**src/rtl/nn_layer_seq.sv**
```systemverilog
// nn_layer_seq: sequences a 4-phase req/ack handshake over a chain of layer
// engines and forwards weight writes. Optional watchdog: NN_SEQ_TIMEOUT_EN.
module nn_layer_seq #(
  parameter int NumLayers     = 3,
  parameter int AddrWidth     = 6,
  parameter int DataWidth     = 8,
  parameter int CntWidth      = 16,
  parameter int TimeoutCycles = 1024,
  localparam int LW           = $clog2(NumLayers) + 1
) (
  input  logic                 clk_i,
  input  logic                 reset_i,
  input  logic                 start_i,
  input  logic                 continuous_i,
  input  logic                 clear_i,
  output logic                 busy_o,
  output logic                 done_o,
  output logic [LW-1:0]        cur_layer_o,
  output logic [NumLayers-1:0] layer_req_o,
  input  logic [NumLayers-1:0] layer_ack_i,
  input  logic [LW-1:0]        wgt_sel_i,
  input  logic                 wgt_we_i,
  input  logic [AddrWidth-1:0] wgt_addr_i,
  input  logic [DataWidth-1:0] wgt_din_i,
  output logic [NumLayers-1:0] wgt_we_o,
  output logic [AddrWidth-1:0] wgt_addr_o,
  output logic [DataWidth-1:0] wgt_din_o,
  output logic                 wgt_err_o,
  output logic [CntWidth-1:0]  cycle_cnt_o,
  output logic [CntWidth-1:0]  frame_cnt_o,
  output logic                 timeout_o
);

  if (NumLayers < 1 || TimeoutCycles < 1) begin : g_bad_cfg
    $error("nn_layer_seq: NumLayers and TimeoutCycles must be >= 1");
  end

`ifdef NN_SEQ_TIMEOUT_EN
  typedef enum logic [2:0] {
    S_IDLE, S_REQ, S_REL, S_DONE, S_ERR
  } state_t;
`else
  typedef enum logic [1:0] {
    S_IDLE, S_REQ, S_REL, S_DONE
  } state_t;
`endif

  state_t state_q, state_d;
  logic [LW-1:0] cur_q, cur_d;
  logic [CntWidth-1:0] run_q, cyc_q, frm_q;
  logic ack_sel, last, idle_ish, busy;
  logic start_acc, go_start, enter_done;
  logic wr_acc, wr_rej;
  logic [NumLayers-1:0] sel_dec, we_q;
  logic [AddrWidth-1:0] addr_q;
  logic [DataWidth-1:0] din_q;
  logic err_q;

`ifdef NN_SEQ_TIMEOUT_EN
  localparam int WdW = $clog2(TimeoutCycles + 1);
  logic [WdW-1:0] wd_q;
  logic wd_hit, to_q, enter_err;
  assign wd_hit    = (wd_q == WdW'(TimeoutCycles - 1));
  assign enter_err = (state_d == S_ERR) && (state_q != S_ERR);
`endif

  assign idle_ish   = (state_q == S_IDLE) || (state_q == S_DONE);
  assign busy       = (state_q == S_REQ) || (state_q == S_REL);
  assign last       = (cur_q == LW'(NumLayers - 1));
  assign start_acc  = start_i && idle_ish;
  assign go_start   = idle_ish && (state_d == S_REQ);
  assign enter_done = (state_q == S_REL) && (state_d == S_DONE);
  assign wr_acc     = wgt_we_i && idle_ish &&
                      (wgt_sel_i < LW'(NumLayers));
  assign wr_rej     = wgt_we_i && !wr_acc;

  // Select the current layer's ack, drive its req, decode write target
  always_comb begin
    ack_sel     = 1'b0;
    sel_dec     = '0;
    layer_req_o = '0;
    for (int i = 0; i < NumLayers; i++) begin
      if (cur_q == LW'(i)) begin
        ack_sel        = layer_ack_i[i];
        layer_req_o[i] = (state_q == S_REQ);
      end
      if (wgt_sel_i == LW'(i)) sel_dec[i] = 1'b1;
    end
  end

  // Next-state logic for the handshake sequencer
  always_comb begin
    state_d = state_q;
    cur_d   = cur_q;
    unique case (state_q)
      S_IDLE: begin
        if (start_i) begin
          state_d = S_REQ;
          cur_d   = '0;
        end
      end
      S_REQ: begin
        if (ack_sel) state_d = S_REL;
`ifdef NN_SEQ_TIMEOUT_EN
        else if (wd_hit) state_d = S_ERR;
`endif
      end
      S_REL: begin
        if (!ack_sel) begin
          if (last) begin
            state_d = S_DONE;
          end else begin
            state_d = S_REQ;
            cur_d   = cur_q + LW'(1);
          end
        end
`ifdef NN_SEQ_TIMEOUT_EN
        else if (wd_hit) state_d = S_ERR;
`endif
      end
      S_DONE: begin
        if (start_i || continuous_i) begin
          state_d = S_REQ;
          cur_d   = '0;
        end else begin
          state_d = S_IDLE;
        end
      end
`ifdef NN_SEQ_TIMEOUT_EN
      S_ERR: begin
        if (clear_i) state_d = S_IDLE;
      end
`endif
      default: state_d = S_IDLE;
    endcase
  end

  // State and layer index registers
  always_ff @(posedge clk_i) begin
    if (reset_i) begin
      state_q <= S_IDLE;
      cur_q   <= '0;
    end else begin
      state_q <= state_d;
      cur_q   <= cur_d;
    end
  end

  // Running frame length, latched length and frame count (saturating)
  always_ff @(posedge clk_i) begin
    if (reset_i) begin
      run_q <= '0;
      cyc_q <= '0;
      frm_q <= '0;
    end else begin
      if (go_start) run_q <= CntWidth'(1);
      else if (busy && run_q != '1) run_q <= run_q + CntWidth'(1);
      if (enter_done) begin
        cyc_q <= run_q;
        if (frm_q != '1) frm_q <= frm_q + CntWidth'(1);
      end
    end
  end

  // Registered weight write port; rejected writes never strobe
  always_ff @(posedge clk_i) begin
    if (reset_i) begin
      we_q   <= '0;
      addr_q <= '0;
      din_q  <= '0;
    end else begin
      we_q <= wr_acc ? sel_dec : '0;
      if (wr_acc) begin
        addr_q <= wgt_addr_i;
        din_q  <= wgt_din_i;
      end
    end
  end

  // Sticky rejected-write flag; a fresh rejection wins over a clear
  always_ff @(posedge clk_i) begin
    if (reset_i) err_q <= 1'b0;
    else if (wr_rej) err_q <= 1'b1;
    else if (clear_i || start_acc) err_q <= 1'b0;
  end

`ifdef NN_SEQ_TIMEOUT_EN
  // Watchdog restarts on every phase change, flag is sticky until clear
  always_ff @(posedge clk_i) begin
    if (reset_i) begin
      wd_q <= '0;
      to_q <= 1'b0;
    end else begin
      if (!busy || state_d != state_q) wd_q <= '0;
      else if (!wd_hit) wd_q <= wd_q + WdW'(1);
      if (clear_i) to_q <= 1'b0;
      else if (enter_err) to_q <= 1'b1;
    end
  end
  assign timeout_o = to_q;
`else
  assign timeout_o = 1'b0;
`endif

  assign busy_o      = busy;
  assign done_o      = (state_q == S_DONE);
  assign cur_layer_o = cur_q;
  assign wgt_we_o    = we_q;
  assign wgt_addr_o  = addr_q;
  assign wgt_din_o   = din_q;
  assign wgt_err_o   = err_q;
  assign cycle_cnt_o = cyc_q;
  assign frame_cnt_o = frm_q;

endmodule

```
**config.mk**
```make
export PLATFORM = sky130hd
export DESIGN_NAME = nn_layer_seq
export DESIGN_NICKNAME = d
export VERILOG_FILES = /design/src/rtl/nn_layer_seq.sv
export SDC_FILE = /design/constraint.sdc
export NUM_CORES = 1
export LEC_CHECK = 0
export ABC_CLOCK_PERIOD_IN_PS = 6600
export CAP_MARGIN = 20
export CORE_ASPECT_RATIO = 0.8
export CORE_MARGIN = 3
export CORE_UTILIZATION = 50
export DETAILED_ROUTE_END_ITERATION = 8
export PLACE_DENSITY = 0.81
export SLEW_MARGIN = 25
export SYNTH_ARGS = -nofsm -noshare
export SYNTH_HDL_FRONTEND = slang
export SYNTH_SLANG_ARGS = --single-unit
```
**constraint.sdc**
```tcl
create_clock -name clk_i -period 6.6 [get_ports clk_i]
set_input_delay 1.32 -clock clk_i [delete_from_list [all_inputs] [get_ports clk_i]]
set_output_delay 1.32 -clock clk_i [all_outputs]
set_load 0.05 [all_outputs]
```
==> results.sh <==
export IMPL_status="completed"
export IMPL_syn_nets=396
export IMPL_fillerInstances=490
export IMPL_finalMaxSlewViolations=0
export IMPL_antenna_found_initial=0
export IMPL_core_area_mm2=0.00616
export IMPL_synth_ff_type="dfxtp_1"
export IMPL_clkTransAtPathRegs_ns=0.07
export IMPL_synth_edf_count=0
export IMPL_routedWlPerCell_um=14.5
export IMPL_critPathMaxFanout=9
export IMPL_tightest_slew_ns=0.941
export IMPL_antennaDiodeCount=0
export IMPL_cts_sinks=71
export IMPL_seq_area_frac_synth_pct=42.9
export IMPL_yosysTopAreaCellShare_pct=42.9
export IMPL_path_class="reg -> out"
export IMPL_syn_inst=359
export IMPL_grt_pass1_wl_um=12800
export IMPL_drc=0
export IMPL_cts_buffers=9
export IMPL_yosysUniqueCellTypes=48
export IMPL_io_pins=85
export IMPL_synth_avg_cell_area_um2=9.22
export IMPL_tns_ns=0
export IMPL_area_growth_pct=32.3
export IMPL_fin_nets=476
export IMPL_ys_ff_latch=71
export IMPL_grtUsageTotal_pct=20.5
export IMPL_io_buffer_count=83
export IMPL_fin_ws_ns=2.88
export IMPL_finalSetupViolations=0
export IMPL_clock_skew_final_ns=0.0122
export IMPL_cts_buffer_depth=2
export IMPL_hold_path_class="reg -> reg"
export IMPL_period_share_pct=56.3
export IMPL_vias=2865
export IMPL_grt_pass1_vias=2811
export IMPL_hold_violations=0
export IMPL_max_cap_violations=0
export IMPL_async_flop_share_pct=0
export IMPL_power_uw=958
export IMPL_overflow=0
export IMPL_dp_hpwl_um=5440
export IMPL_die_w_um=97.0
export IMPL_drive_gt1_share_pct=6.09
export IMPL_clock_latency_ns=0.35
export IMPL_maxSlewHeadroom_pct=37.1
export IMPL_postCtsSetupRepairBufs=0
export IMPL_ir_worst_vdd_mv=0.165
export IMPL_period_needed_ns=3.72
export IMPL_ctsHoldBuffers=0
export IMPL_fp_row_count=25
export IMPL_synth_area_leaders="dfxtp_1, mux2i_1, nor2_1, ha_1, a21oi_1"
export IMPL_cts_htree_levels=3
export IMPL_yosys_area_top_type="dfxtp_1"
export IMPL_drt_pass1_iterations=4
export IMPL_dieHeight_um=78.8
export IMPL_place_gp_congestion=0.806
export IMPL_ant_nets=0
export IMPL_die_area_mm2=0.00764
export IMPL_max_freq_mhz=269
export IMPL_synth_warnings=0
export IMPL_post_cts_resize_count=0
export IMPL_cts_root_buffer="clkbuf_8"
export IMPL_drt_iter0_drc=130
export IMPL_grt_max_degree=61
export IMPL_cts_tree="yes"
export IMPL_finalWirelength_um=7580
export IMPL_end_kind="output port"
export IMPL_p_leak_uw=0.00176
export IMPL_cp_data_arrival_time_ns=2.40
export IMPL_worstPathRequired_ns=5.28
export IMPL_routed_via_density=5.47
export IMPL_dp_slack_ns=2.61
export IMPL_critPathLaunchType="flip-flop"
export IMPL_initial_core_util_pct=53.7
export IMPL_rsz0062_at_grt="no"
export IMPL_synth_area_mm2=0.00331
export IMPL_power_density_mw_per_mm2=219
[cells in the final DEF (no fill, tap or decap), drive strengths merged, types with 3 or more instances in the layout]
| cell type | n |
|---|---|
| clkdlybuf4s50 | 82 |
| dfxtp | 71 |
| nor2 | 53 |
| mux2i | 34 |
| a21oi | 20 |
| nand2 | 16 |
| nand3 | 16 |
| ha | 11 |
| nor2b | 10 |
| clkbuf | 10 |
| inv | 9 |
| nand4 | 9 |
| xor2 | 8 |
| o21ai | 8 |
| and2 | 6 |
| nand2b | 6 |
| nor3 | 6 |
| and3 | 5 |
| or3 | 5 |
| or4 | 5 |
| o31ai | 5 |
| or2 | 4 |
| nor4 | 4 |
| o41ai | 4 |
| o311ai | 4 |
| and4 | 3 |
| mux2 | 3 |
| a211oi | 3 |
[where the power goes]
part / internal (uW) / switching (uW) / total, uW
registers: 438 / 9.85 / 448
clock network: 211 / 161 / 373
logic: 55.6 / 82.2 / 138
total: 705 / 253 / 958
[flip-flops by register name, summed over array words and instances, names as in the netlist]
signal       count
run_q           16
state_q          2
frame_cnt_o     16
wgt_din_o        8
wgt_err_o        1
wgt_addr_o       6
cycle_cnt_o     16
wgt_we_o         3
cur_layer_o      3
[worst max-delay path, stage by stage, from the launching register on]
cell and delay [ns]:
dfxtp_1 0.49, inv_1 0.13, ha_1 0.55, clkdlybuf4s50_1 0.89
[final timing paths]
kind,end,slack (ns),cells after the start,from
max,busy_o,2.88,3,state_q[0]
min,cycle_cnt_o[4],0.50,2,cycle_cnt_o[4]
max reg2reg,frame_cnt_o[7],3.52,8,state_q[0]
min reg2reg,cycle_cnt_o[4],0.50,2,cycle_cnt_o[4]
[cells in the mapped netlist, types with 2 or more instances]
cell,instances
a211oi_1,2
a21oi_1,20
and2_1,6
and3_1,5
and4_1,3
buf_2,2
buf_4,2
buf_6,3
clkbuf_1,7
dfxtp_1,71
ha_1,11
inv_1,9
mux2_2,3
mux2i_1,34
nand2_1,16
nand2b_1,6
nand3_1,16
nand4_1,9
nor2_1,53
nor2b_1,10
nor3_1,6
nor3b_1,2
nor4_1,4
o21ai_0,6
o21ai_1,2
o311ai_0,3
o31ai_1,4
o41ai_1,4
or2_2,4
or3_1,5
or3b_1,2
or4_1,5
xnor2_1,2
xor2_1,8
[cells by family (layout without fill, tap and decap cells)]
family | count (synthesis) | after routing | share of synthesized area, %
AOI/OAI and AO/OA | 51 | 51 | 11.2
xor gates and xnor gates | 10 | 10 | 2.65
adders and majority gates | 11 | 11 | 4.16
buffers and inverters | 24 | 108 | 3.70
DFF | 71 | 71 | 42.9
muxes | 37 | 37 | 11.3
other | 1 | 1 | 0.113
and+or+nand+nor | 154 | 154 | 23.9
[area by class of cell]
type                            count  area, um2  share of cell area [%]
Multi-Input combinational cell    264       1770                    40.5
Clock buffer                       10        128                    2.92
Sequential cell                    71       1420                    32.5
Tap cell                           81        101                    2.31
Inverter                            9       33.8                   0.772
Clock inverter                      5       83.8                    1.91
Timing Repair Buffer               84        836                    19.1
[routing by layer]
layer  wire length (um)  track usage (%)  vias up
met2               3470             33.3       88
li1                   -                -     1436
met1               3350             23.7     1334
met5                  0                0        -
met4                 91             8.27        0
met3                669             9.22        7
[through the flow]
stage	std cells	hold WS (ns)	utilization, %	cell area [um2]
finish	524	0.499	71.0	4380
global route	524	0.530	71.0	4380
CTS	524	0.507	70.9	4370
detailed placement	509	0.487	67.4	4160
global placement	509	0.473	67.4	4160
floorplan	359	0.499	-	3310
No activity file was read; power rests on OpenSTA's default activity.
